File: src/rtl/memory_game_core_n.sv
// memory_game_core_n: N-channel pattern-memory game engine (LFSR pattern playback and press checking)
module memory_game_core_n #(
   parameter int          NUM_CH       = 4,
   parameter int          GAME_LIMIT   = 7,
   parameter int          ON_CLKS      = 12500000,
   parameter int          OFF_CLKS     = 6250000,
   parameter int          LIVES        = 1,
   parameter int          TIMEOUT_CLKS = 0,
   parameter logic [15:0] LFSR_SEED    = 16'hACE1
) (
   input  logic              i_Clk,
   input  logic              i_Rst,
   input  logic              i_Start,
   input  logic [NUM_CH-1:0] i_Switch,
   output logic [NUM_CH-1:0] o_LED,
   output logic [3:0]        o_Score,
   output logic [2:0]        o_Lives,
   output logic              o_Win,
   output logic              o_Lose,
   output logic              o_Busy
);
   localparam int W  = $clog2(NUM_CH);
   localparam int MX = ON_CLKS > OFF_CLKS ? ON_CLKS : OFF_CLKS;
   localparam int CW = MX > 1 ? $clog2(MX) : 1;
   localparam int TW = TIMEOUT_CLKS > 1 ? $clog2(TIMEOUT_CLKS) : 1;
   localparam logic [CW-1:0]     ON_END  = CW'(ON_CLKS - 1);
   localparam logic [CW-1:0]     OFF_END = CW'(OFF_CLKS - 1);
   localparam logic [TW-1:0]     TO_END  = TW'(TIMEOUT_CLKS - 1);
   localparam logic [3:0]        GL      = 4'(GAME_LIMIT);
   localparam logic [3:0]        GL_END  = 4'(GAME_LIMIT - 1);
   localparam logic [2:0]        LV      = 3'(LIVES);
   localparam logic [NUM_CH-1:0] ONE     = NUM_CH'(1);

   typedef enum logic [2:0] {IDLE, FILL, SHOW_ON, SHOW_OFF, WAIT_IN, RELEASE, WIN, LOSE} state_t;

   state_t            state, state_n;
   logic [15:0]       lfsr;
   logic [W-1:0]      ram [16];
   logic [W-1:0]      sym;
   logic [3:0]        k, k_n, idx, idx_n, score_n;
   logic [CW-1:0]     cnt, cnt_n;
   logic [TW-1:0]     tcnt, tcnt_n;
   logic [2:0]        lives_n;
   logic [NUM_CH-1:0] prev, rise, led_n;
   logic              timeout, blink_end;

   always_ff @(posedge i_Clk) begin
      if (!i_Rst && state == FILL) ram[k] <= lfsr[W-1:0];
   end

   always_comb begin
      state_n = state;
      k_n = k;
      idx_n = idx;
      cnt_n = cnt + 1'b1;
      tcnt_n = tcnt + 1'b1;
      score_n = o_Score;
      lives_n = o_Lives;
      rise = i_Switch & ~prev;
      timeout = TIMEOUT_CLKS != 0 && tcnt == TO_END;
      blink_end = cnt == (|o_LED ? ON_END : OFF_END);
      unique case (state)
         IDLE: state_n = i_Start ? FILL : IDLE;
         FILL: begin
            k_n = k + 1'b1;
            if (k == GL_END) begin
               state_n = SHOW_ON;
               idx_n = '0;
               score_n = '0;
               lives_n = LV;
            end
         end
         SHOW_ON: state_n = cnt == ON_END ? SHOW_OFF : SHOW_ON;
         SHOW_OFF: if (cnt == OFF_END) begin
            state_n = idx == o_Score ? WAIT_IN : SHOW_ON;
            idx_n = idx == o_Score ? '0 : idx + 1'b1;
         end
         WAIT_IN: begin
            if (|rise && rise == (ONE << ram[idx])) begin
               tcnt_n = '0;
               idx_n = idx + 1'b1;
               if (idx == o_Score) begin
                  state_n = RELEASE;
                  score_n = o_Score + 1'b1;
               end
            end else if (|rise || timeout) begin
               state_n = o_Lives == 3'd1 ? LOSE : RELEASE;
               lives_n = o_Lives - 1'b1;
            end
         end
         RELEASE: if (!(|i_Switch)) begin
            state_n = o_Score == GL ? WIN : SHOW_ON;
            idx_n = '0;
         end
         WIN, LOSE: begin
            state_n = i_Start ? FILL : state;
            if (blink_end) cnt_n = '0;
         end
      endcase
      if (state_n != state) begin
         cnt_n = '0;
         tcnt_n = '0;
         k_n = '0;
      end
      // with a one-entry pattern, RAM[0] is written on the same edge it is first shown
      sym = state == FILL && k == 4'd0 ? lfsr[W-1:0] : ram[idx_n];
      unique case (state_n)
         SHOW_ON:          led_n = ONE << sym;
         WAIT_IN, RELEASE: led_n = i_Switch;
         WIN, LOSE:        led_n = state_n != state ? '1 : blink_end ? ~o_LED : o_LED;
         default:          led_n = '0;
      endcase
   end

   always_ff @(posedge i_Clk) begin
      if (i_Rst) begin
         state <= IDLE;
         lfsr <= LFSR_SEED;
         k <= '0;
         idx <= '0;
         cnt <= '0;
         tcnt <= '0;
         prev <= '0;
         o_LED <= '0;
         o_Score <= '0;
         o_Lives <= LV;
         o_Win <= 1'b0;
         o_Lose <= 1'b0;
         o_Busy <= 1'b0;
      end else begin
         state <= state_n;
         lfsr <= {lfsr[14:0], lfsr[15] ^ lfsr[13] ^ lfsr[12] ^ lfsr[10]};
         k <= k_n;
         idx <= idx_n;
         cnt <= cnt_n;
         tcnt <= tcnt_n;
         prev <= i_Switch;
         o_LED <= led_n;
         o_Score <= score_n;
         o_Lives <= lives_n;
         o_Win <= state_n == WIN;
         o_Lose <= state_n == LOSE;
         o_Busy <= state_n == FILL || state_n == SHOW_ON || state_n == SHOW_OFF;
      end
   end
endmodule

File: config.mk
export PLATFORM = sky130hd
export DESIGN_NAME = memory_game_core_n
export DESIGN_NICKNAME = d
export VERILOG_FILES = /design/src/rtl/memory_game_core_n.sv
export SDC_FILE = /design/constraint.sdc
export NUM_CORES = 1
export LEC_CHECK = 0
export BUFFER_PORTS_ARGS = -buffer_cell sky130_fd_sc_hd__clkbuf_2
export CORE_ASPECT_RATIO = 0.6
export CORE_UTILIZATION = 50
export DETAILED_ROUTE_END_ITERATION = 10
export GPL_TIMING_DRIVEN = 0
export PLACE_DENSITY = 0.67
export SLEW_MARGIN = 20
export SYNTH_ARGS = -nofsm -noshare
export SYNTH_HDL_FRONTEND = slang
export SYNTH_SLANG_ARGS = --single-unit
File: constraint.sdc
create_clock -name i_Clk -period 3.9 [get_ports i_Clk]
set_input_delay 0.78 -clock i_Clk [delete_from_list [all_inputs] [get_ports i_Clk]]
set_output_delay 0.78 -clock i_Clk [all_outputs]
set_load 0.01 [all_outputs]
==> results.json <==
{
  "run_status": "finished, final reports clean",
  "slowest_delay_ns": 0.67,
  "cp-start-kind": "flip-flop",
  "swShare": 0.241,
  "ir_worst_vdd_mv": 0.214,
  "finalMaxSlewViolations": 0,
  "synth_edf_count": 32,
  "synth_async_sr_flop_share": 0,
  "synth_area_mm2": 0.00533,
  "vias": 4320,
  "wire_per_inst_um": 17.8,
  "die_area_mm2": 0.0111,
  "combPwrFrac": 0.060,
  "hpwl_mm": 9.86,
  "clock_power_share": 0.410,
  "area_growth_pct": 12.6,
  "fillers": 886,
  "cap_violations": 0,
  "coreArea_mm2": 0.0101,
  "relSlewSlack": 0.475,
  "drive_gt1_frac": 0.152,
  "ys_types": 76,
  "synthFlopType": "dfxtp_1",
  "drt_wl_total_mm": 13.1,
  "worstSkewPairLatency_ns": 0.35,
  "crit_path_max_fanout": 4,
  "vias_per_cell": 5.88,
  "n_antenna_cell": 0,
  "hold_class": "flip-flop to flip-flop",
  "grt.overflow.total": 0,
  "grt_use_total": 0.247,
  "arrival_ns": 4.09,
  "timing.final.crit_share": 0.976,
  "setup_viol": 0,
  "first_global_vias": 3940,
  "worst_setup_path_end_kind": "flip-flop",
  "cts_root_buf": "clkbuf_16",
  "nets": 611,
  "yosysWarnings": 0,
  "yosysMostFrequentCell": "nor2_1",
  "cp_slowest_cell": "a221oi_1",
  "cts_sinks": 101,
  "num_io_pins": 21,
  "drc_errors": 0,
  "synth_top_area_cell": "dfxtp_1",
  "synth_top_area_frac": 0.259,
  "synth_commonest_cells": "86 x nor2_1, 69 x dfxtp_1, 43 x nand2_1",
  "synth_area_leaders": "dfxtp_1 26%, edfxtp_1 18%, nor2_1 6.1%, mux2i_1 5.1%, nand2_1 3.0%",
  "clock.fmax_mhz": 263,
  "p_per_area_mw_per_mm2": 356,
  "finClkSkew_ns": 0.00711,
  "seqPwrFrac": 0.531,
  "stdcell_count": 735,
  "numCtsBuffers": 9,
  "p_switching_uw": 516,
  "final_core_util": 0.595,
  "synthCells": 560,
  "layout_min_cycle_time_ns": 3.81,
  "worstSetupPathType": "flip-flop to flip-flop",
  "seq_area_frac_synth": 0.439,
  "clock_path_buffers": 2,
  "ys_ff_latch": 101,
  "hold_viol": 0,
  "critical_path_required_ns": 4.18,
  "grt_pass1_wl_mm": 20.4,
  "cts_tree": "built",
  "antenna_found_initial": 0,
  "leakage_uw": 0.00208,
  "internal_power_uw": 1620,
  "crit_chain": "mux4_1 -> mux2_2 -> a21boi_4 -> mux2_4 -> o31ai_2 -> nand3_1 -> a221oi_1 -> nor2_1 -> a211oi_2 -> o31ai_1 -> o21ai_1",
  "dr.pass1.iters": 6,
  "htreeDepth": 3,
  "die_height_um": 82.0,
  "rsz0062_at_grt": "true",
  "fp.dieW_um": 135,
  "clk_pin_slew_ns": 0.07,
  "avgSynthCellArea_um2": 9.52,
  "hold_ws_ns": 0.413,
  "tightest_slew_ns": 0.786,
  "placedCellCount": 715,
  "grt_max_degree": 19,
  "finalWeightedCongestion": 0.900,
  "ant_nets": 0,
  "rows": 28,
  "drt_iter0_drc": 368,
  "initial_core_util": 0.528,
  "syn_nets": 576,
  "portBuffers": 20
}
-- cells in the final DEF (no fill, tap or decap), types with 13 or more instances in the layout --
cell type and n:
nor2_1 86, dfxtp_1 68, nand2_1 43, edfxtp_1 32, mux2i_1 26, nand3_1 22
inv_1 21, clkbuf_2 20, xor2_1 18, xnor2_1 18, nor2b_1 14, clkbuf_1 13
nand2b_1 13
-- final timing paths --
check        slack (ns)        to  depth (start not counted)  startpoint
max                0.09  o_LED[2]                         11      idx[0]
min                0.41  lfsr[10]                          1     lfsr[9]
max reg2reg        0.09  o_LED[2]                         11      idx[0]
min reg2reg        0.41  lfsr[10]                          1     lfsr[9]
-- per-layer routing --
metal | vias up | share of wire | global-route usage
met4 | 0 | 0.016 | 0.0831
met5 | - | 0 | 0
met2 | 194 | 0.41 | 0.362
li1 | 2076 | - | -
met1 | 2027 | 0.49 | 0.358
met3 | 23 | 0.082 | 0.0531
-- critical path, delay by kind of cell (launching register included) --
family          cells  cell delay [ns]
compound gates      6             1.86
simple gates        2             0.25
mux                 3             1.24
flops               1             0.40
-- metrics by stage --
step | total power, uW | worst slack (ns) | instance area [um2] | TNS [ns]
2_1_floorplan | 1240 | 0.452 | 5330 | 0
3_3_place_gp | 1280 | -0.0707 | 5600 | -0.231
3_5_place_dp | 1280 | -0.129 | 5600 | -1.48
4_1_cts | 2150 | 0.0222 | 5930 | 0
5_1_grt | 2210 | -0.00438 | 6000 | -0.00442
6_report | 2140 | 0.0934 | 6000 | 0
-- final cells by class --
class / count / area (um2) / share of cell area
flip-flops and latches: 101 / 2340 / 0.390
multi-input cells: 415 / 2840 / 0.473
clock buffers: 10 / 239 / 0.0398
repair buffers: 25 / 138 / 0.0229
inverters: 21 / 78.8 / 0.0131
plain buffers: 22 / 144 / 0.0240
well taps: 135 / 169 / 0.0281
clock inverters: 6 / 53.8 / 0.00896
-- state kept, by name, summed over array words and instances (netlist names) --
register / flops
idx: 4
prev: 4
o_Lose: 1
o_Win: 1
ram: 32
o_LED: 4
o_Score: 4
state: 3
o_Lives: 3
o_Busy: 1
k: 4
lfsr: 16
cnt: 24
-- timing repair --
action                                  CTS  global route
pin swaps                                 0             4
resized for setup                         6            10
endpoints found under the hold margin     0             0
buffers inserted                          0             4
endpoints found under the setup margin   24            24
cloned                                    0             1
hold buffers                              0             0
-- logic make-up after synthesis --
group	count (synthesis)	share of synthesized area
buffers and inverters	44	0.0420
AOI/OAI and AO/OA	87	0.127
DFF	101	0.439
and+or+nand+nor	246	0.231
xor gates and xnor gates	36	0.0591
adders and majority gates	9	0.0211
muxes	37	0.0803
-- power by group through the flow --
stage / combinational (uW) / sequential [uW] / clock (uW)
6_report: 128 / 1130 / 876
5_1_grt: 140 / 1140 / 935
4_1_cts: 125 / 1130 / 890
3_5_place_dp: 121 / 1160 / 0
3_3_place_gp: 118 / 1160 / 0
2_1_floorplan: 87.8 / 1150 / 0
Power figures use the tool's default switching activity.
